$ cat config.mk
export PLATFORM = sky130hd
export DESIGN_NAME = vga_timing_monitor
export DESIGN_NICKNAME = d
export VERILOG_FILES = /design/src/rtl/vga_timing_monitor.sv
export SDC_FILE = /design/constraint.sdc
export NUM_CORES = 1
export LEC_CHECK = 0
export ABC_AREA = 1
export CAP_MARGIN = 20
export CORE_ASPECT_RATIO = 1.5
export CORE_MARGIN = 2
export CORE_UTILIZATION = 58
export DETAILED_ROUTE_END_ITERATION = 12
export PLACE_DENSITY = 0.81
export SLEW_MARGIN = 20
export SYNTH_ARGS = -nofsm -noshare
export SYNTH_HDL_FRONTEND = slang
export SYNTH_SLANG_ARGS = --single-unit
$ cat constraint.sdc
create_clock -name pll_clk -period 5.3 [get_ports pll_clk]
set_input_delay 1.59 -clock pll_clk [delete_from_list [all_inputs] [get_ports pll_clk]]
set_output_delay 1.59 -clock pll_clk [all_outputs]
set_load 0.005 [all_outputs]
$ cat src/rtl/vga_timing_monitor.sv
// rtl/vga_timing_monitor.sv - VGA stream geometry checker with per-frame checksum and lock status
module vga_timing_monitor #(
  parameter int H_ACTIVE        = 640,
  parameter int H_TOTAL         = 800,
  parameter int H_SYNC          = 96,
  parameter int V_ACTIVE        = 480,
  parameter int V_TOTAL         = 525,
  parameter int V_SYNC          = 2,
  parameter int SYNC_ACTIVE_LOW = 1,
  parameter int LOCK_FRAMES     = 2
) (
  input  logic        pll_clk,
  input  logic        reset_N,
  input  logic        vga_hs,
  input  logic        vga_vs,
  input  logic        vga_blank_n,
  input  logic [7:0]  vga_r,
  input  logic [7:0]  vga_g,
  input  logic [7:0]  vga_b,
  input  logic        clear_errors,
  output logic [11:0] h_total_meas,
  output logic [11:0] h_active_meas,
  output logic [11:0] v_total_meas,
  output logic [11:0] v_active_meas,
  output logic [31:0] frame_sum,
  output logic        frame_done,
  output logic        locked,
  output logic [3:0]  err_flags
);

  typedef enum logic [1:0] {IDLE, CHECK, LOCKED} state_t;

  localparam logic [11:0] H_ACTIVE_C = 12'(H_ACTIVE);
  localparam logic [11:0] H_TOTAL_C  = 12'(H_TOTAL);
  localparam logic [11:0] H_SYNC_C   = 12'(H_SYNC);
  localparam logic [11:0] V_ACTIVE_C = 12'(V_ACTIVE);
  localparam logic [11:0] V_TOTAL_C  = 12'(V_TOTAL);
  localparam logic [11:0] V_SYNC_C   = 12'(V_SYNC);
  localparam logic [7:0]  LOCK_C     = 8'(LOCK_FRAMES);

  function automatic logic [11:0] sat_inc(input logic [11:0] v);
    return (v == 12'hFFF) ? v : v + 12'd1;
  endfunction

  state_t      state;
  logic [7:0]  good_cnt;
  logic        hs_q, vs_q, hs_d, vs_d, blank_q, clear_q;
  logic [7:0]  r_q, g_q, b_q;
  logic [11:0] line_cnt, hs_w, act_cnt, last_line, last_act;
  logic [11:0] v_cnt, v_act, vs_lines;
  logic [31:0] sum;
  logic        frame_err;

  // Edge detection works on the registered, polarity-normalised syncs
  logic        hs_lead, hs_fall, vs_lead, vs_fall, chk_en, line_act;
  logic [9:0]  pix;
  logic [11:0] v_act_now;
  logic [3:0]  err_set;
  logic        frame_bad;
  logic [7:0]  good_next;

  assign hs_lead   = hs_q & ~hs_d;
  assign hs_fall   = ~hs_q & hs_d;
  assign vs_lead   = vs_q & ~vs_d;
  assign vs_fall   = ~vs_q & vs_d;
  assign chk_en    = (state != IDLE);
  assign line_act  = (act_cnt != 12'd0);
  assign pix       = 10'(r_q) + 10'(g_q) + 10'(b_q);
  // The line closed by an HS edge coinciding with the VS edge still belongs to the old frame
  assign v_act_now = (hs_lead && line_act) ? sat_inc(v_act) : v_act;
  assign err_set[0] = chk_en & hs_lead & (line_cnt != H_TOTAL_C);
  assign err_set[1] = chk_en & hs_fall & (hs_w != H_SYNC_C);
  assign err_set[2] = chk_en & ((vs_lead & (v_cnt != V_TOTAL_C)) | (vs_fall & (vs_lines != V_SYNC_C)));
  assign err_set[3] = chk_en & ((hs_lead & line_act & (act_cnt != H_ACTIVE_C)) |
                                (vs_lead & (v_act_now != V_ACTIVE_C)));
  assign frame_bad = frame_err | (|err_set);
  assign good_next = (good_cnt >= LOCK_C) ? LOCK_C : good_cnt + 8'd1;

  // Register every input once; syncs are stored as "asserted" regardless of polarity
  always_ff @(posedge pll_clk or negedge reset_N) begin
    if (!reset_N) begin
      hs_q <= 1'b0; vs_q <= 1'b0; hs_d <= 1'b0; vs_d <= 1'b0;
      blank_q <= 1'b0; clear_q <= 1'b0;
      r_q <= '0; g_q <= '0; b_q <= '0;
    end else begin
      hs_q    <= (SYNC_ACTIVE_LOW != 0) ? ~vga_hs : vga_hs;
      vs_q    <= (SYNC_ACTIVE_LOW != 0) ? ~vga_vs : vga_vs;
      hs_d    <= hs_q;
      vs_d    <= vs_q;
      blank_q <= vga_blank_n;
      clear_q <= clear_errors;
      r_q     <= vga_r;
      g_q     <= vga_g;
      b_q     <= vga_b;
    end
  end

  // Per-line measurements: clocks per line, HS width and active pixels
  always_ff @(posedge pll_clk or negedge reset_N) begin
    if (!reset_N) begin
      line_cnt <= '0; hs_w <= '0; act_cnt <= '0; last_line <= '0; last_act <= '0;
    end else begin
      if (hs_lead) begin
        line_cnt  <= 12'd1;
        hs_w      <= 12'd1;
        act_cnt   <= blank_q ? 12'd1 : 12'd0;
        last_line <= line_cnt;
        if (line_act) last_act <= act_cnt;
      end else begin
        line_cnt <= sat_inc(line_cnt);
        if (hs_q) hs_w <= sat_inc(hs_w);
        if (blank_q) act_cnt <= sat_inc(act_cnt);
      end
    end
  end

  // Per-frame measurements: lines, VS width in lines, active lines, checksum, error latch
  always_ff @(posedge pll_clk or negedge reset_N) begin
    if (!reset_N) begin
      v_cnt <= '0; v_act <= '0; vs_lines <= '0; sum <= '0; frame_err <= 1'b0;
    end else if (vs_lead) begin
      v_cnt     <= hs_lead ? 12'd1 : 12'd0;
      v_act     <= '0;
      vs_lines  <= hs_lead ? 12'd1 : 12'd0;
      sum       <= blank_q ? 32'(pix) : 32'd0;
      frame_err <= 1'b0;
    end else begin
      if (hs_lead) v_cnt <= sat_inc(v_cnt);
      v_act <= v_act_now;
      if (hs_lead && vs_q) vs_lines <= sat_inc(vs_lines);
      if (blank_q) sum <= sum + 32'(pix);
      if (|err_set) frame_err <= 1'b1;
    end
  end

  // Frame evaluation, lock tracking and sticky error flags (a new set beats a clear)
  always_ff @(posedge pll_clk or negedge reset_N) begin
    if (!reset_N) begin
      state <= IDLE; good_cnt <= '0; locked <= 1'b0; frame_done <= 1'b0;
      h_total_meas <= '0; h_active_meas <= '0; v_total_meas <= '0; v_active_meas <= '0;
      frame_sum <= '0; err_flags <= '0;
    end else begin
      frame_done <= 1'b0;
      err_flags  <= (err_flags & ~{4{clear_q}}) | err_set;
      if (vs_lead) begin
        if (state == IDLE) begin
          state    <= CHECK;
          good_cnt <= '0;
        end else begin
          frame_done    <= 1'b1;
          h_total_meas  <= hs_lead ? line_cnt : last_line;
          h_active_meas <= (hs_lead && line_act) ? act_cnt : last_act;
          v_total_meas  <= v_cnt;
          v_active_meas <= v_act_now;
          frame_sum     <= sum;
          if (frame_bad) begin
            good_cnt <= '0;
            locked   <= 1'b0;
            state    <= CHECK;
          end else begin
            good_cnt <= good_next;
            if (good_next == LOCK_C) begin
              locked <= 1'b1;
              state  <= LOCKED;
            end else begin
              locked <= 1'b0;
              state  <= CHECK;
            end
          end
        end
      end
    end
  end

endmodule
==> metrics.yaml <==
run_status:
  status: "completed"
pwr:
  p_comb_frac: 0.215
  switching_share: 0.288
  internal_power_w: 0.00374
  power_frac_clock: 0.352
  power.switching_w: 0.00151
  pwr-share-seq: 0.433
  power.density_nw_per_um2: 365
  p_leak_nw: 6.70
  ir_drop_mv: 0.288
global_route:
  track_usage: 0.249
  first_global_vias: 9817
  overflow: 0
  grt_pass1_wl_um: 45300
  antenna_found_initial: 0
  grt_max_degree: 129
logic_synthesis:
  syn_area_um2: 12200
  ys_seq_elements: 255
  synth.area.mux_share: 0
  synthesis.nets: 1498
  synth_flop_cell: "dfrtp_1"
  yosysWarnings: 0
  synth_top_family_by_area: "simple AND/OR/NAND/NOR gates"
  synth_seq_area_share: 0.525
  synth-simple-area-share: 0.226
  yosys.area.top_type: "dfrtp_1"
  synth_edf_count: 0
  synth_cells: 1428
  ys_types: 53
  syn_area_per_cell_um2: 8.52
  yosysTopAreaCellShare: 0.525
  synth-xor-area-share: 0.0122
  synth.top_cells.by_area: "dfrtp_1 (52%), nand2_1 (11%), o21ai_0 (5.6%)"
  synth_compound_area_frac: 0.120
  synthAdderAreaFrac: 0.0473
  synthArstFlopShare: 1.00
sta:
  worst_pin_slew_ps: 825
  period_share: 0.784
  finalClockSkew_ps: 12.1
  fin_crit_ps: 4160
  drv_slew: 0
  fmax_ghz: 0.241
  setup_viol: 0
  slew_headroom: 0.450
  worst_slack_ps: 1140
  final_hold_viol_count: 0
  fin_tns_setup_ps: 0
  rsz0062_at_grt: "no"
drt:
  drt_wl_total_um: 27000
  drt_iter0_markers: 670
  routedWlPerCell_um: 14.9
  vias_per_cell: 5.42
  drt_pass1_iterations: 5
  route.detailed.drc: 0
  ant_nets: 0
  vias: 9836
finish:
  final_cell_mix: "nand2_1 (370), dfrtp_1 (255), inv_1 (166), o21ai_0 (136), nor2_1 (118)"
  regArea_um2: 6380
  area_delta_synth_final_pct: 18.2
  diodes: 0
  drive_gt1_frac: 0.0555
  fin_nets: 1603
  layout_commonest_cell: "nand2_1"
  multi_input_area_um2: 4930
  fillCellCount: 1608
setup_path:
  max_stage_delay_ps: 410
  critical_path_class: "register to register"
  regToRegStartpoint: "g_q[1]"
  worstPathMaxFanout: 5
  startpoint: "g_q[1]"
  critPathArrivalTime_ps: 4550
  crit_required_ps: 5700
  reg2reg_slack_ps: 1140
  worstPathCellList: "inv_1 > fa_1 > inv_1 > ha_1 > inv_1 > fa_1 > o21ai_0 > a21oi_1 > o21bai_1 > xnor2_1 > inv_1 > ha_1 > nand2_1 > o21a_1 > nand2_1 > a21oi_1 > nor2_1 > nand2_1 > nor2_1 > nand2_1 > o21ai_0 > a21oi_1"
  path_buf_inv: 4
  critPathTopFamily: "adder cells"
  end_kind: "register"
  cpMaxStageDelayCell: "fa_1"
  cp-start-kind: "register"
cts:
  clkSinkCount: 255
  clk_pin_slew_ps: 60
  cts_hold_buf: 0
  clock-root-buffer: "clkbuf_16"
  cts_buffers: 24
  insertion_delay_ps: 520
  clockBufferDepth: 3
  postCtsSetupBuffers: 0
  ctsResizeCount: 0
  cts_tree: "yes"
  htreeDepth: 1
placed_design:
  gp_congestion: 0.869
  place_ws_ps: 1140
  portBuffers: 115
  dp_hpwl_um: 18500
hold_path:
  worstHoldStart: "vs_q"
  hold_path_class: "register to register"
job:
  max_cap_viol_count: 0
floorplanning:
  fp.dieH_um: 181
  core_area_um2: 20500
  dieArea_um2: 22200
  start_util: 0.593
  ios: 116
  std_cell_rows: 64
  die_w_um: 122
==> registers in the layout (all words and copies together) (netlist names), 12 cells and up <==
register       flops
line_cnt          12
last_line         12
v_act             12
h_total_meas      12
last_act          12
v_active_meas     12
v_cnt             12
h_active_meas     12
act_cnt           12
vs_lines          12
sum               32
hs_w              12
v_total_meas      12
frame_sum         32
==> worst paths after layout <==
kind / end / depth (start not counted)
min reg2reg: vs_d / 0
min in group asynchronous: frame_sum[10] / 1
max reg2reg: sum[24] / 22
max in group asynchronous: v_act[8] / 2
min: vs_d / 0
max: sum[24] / 22
==> logic make-up (layout without fill, tap and decap cells) <==
group	Yosys count	count (layout)
AND/OR/NAND/NOR	638	638
AO/OA/AOI/OAI	260	260
flip-flops	255	255
buffers and inverters	218	340
adder cells (fa/ha/maj)	40	40
XOR/XNOR	17	17
==> routing by layer <==
layer | wire [um] | global-route usage | vias up
li1 | - | - | 4830
met1 | 10800 | 0.297 | 4716
met2 | 14400 | 0.454 | 218
met3 | 873 | 0.0256 | 72
met4 | 920 | 0.0970 | 0
met5 | 0 | 0 | -
==> cell usage after synthesis (2+ instances only) <==
cell and instances:
nand2_4 2, nor4_1 8, buf_2 6, o21a_1 5
fa_1 10, o211ai_1 9, nor3b_1 2, xnor2_1 6
o21ai_1 2, nand3_2 4, a31oi_1 2, o31ai_1 7
o21ai_0 136, nand2_1 370, ha_1 30, o21bai_1 4
clkbuf_1 32, nand2_2 3, nand3_1 57, o21bai_2 3
a211oi_1 4, o211a_1 2, inv_2 8, o22ai_1 6
nor2_1 118, inv_1 167, nor2_4 6, nor3_2 2
buf_1 2, nand4_1 18, xor2_1 11, nor2_2 8
nor3_1 35, a21oi_1 70, dfrtp_1 255
==> final cells by class <==
class,count,share of cell area
Multi-Input combinational cell,955,0.343
Clock buffer,38,0.0504
Clock inverter,5,0.00888
Sequential cell,255,0.444
Timing Repair Buffer,122,0.0852
Inverter,175,0.0458
Tap cell,264,0.0230
==> worst register-to-register path, stage by stage (launching register included) <==
cell and delay (ps):
dfrtp_1 360, inv_1 70, fa_1 410, inv_1 70, ha_1 160, inv_1 50
fa_1 400, o21ai_0 300, a21oi_1 120, o21bai_1 210, xnor2_1 160, inv_1 60
ha_1 340, nand2_1 90, o21a_1 190, nand2_1 100, a21oi_1 120, nor2_1 140
nand2_1 120, nor2_1 270, nand2_1 110, o21ai_0 150, a21oi_1 60
==> power groups by stage <==
stage	combinational, W	clock, W	sequential (W)
2_1_floorplan	0.000727	0	0.00228
3_3_place_gp	0.00109	0	0.00230
3_5_place_dp	0.00113	0	0.00231
4_1_cts	0.00114	0.00188	0.00227
5_1_grt	0.00128	0.00197	0.00229
6_report	0.00113	0.00185	0.00227
==> stage by stage <==
stage	hold slack, ps	cells	util	total power [W]	instance area [um^2]
floorplan	354	1428	-	0.00301	12200
global placement	370	1771	0.660	0.00339	13500
detailed placement	377	1771	0.660	0.00343	13500
CTS	391	1814	0.701	0.00529	14400
global route	405	1814	0.701	0.00554	14400
finish	397	1814	0.701	0.00525	14400
No activity file was read; power rests on OpenSTA's default activity.
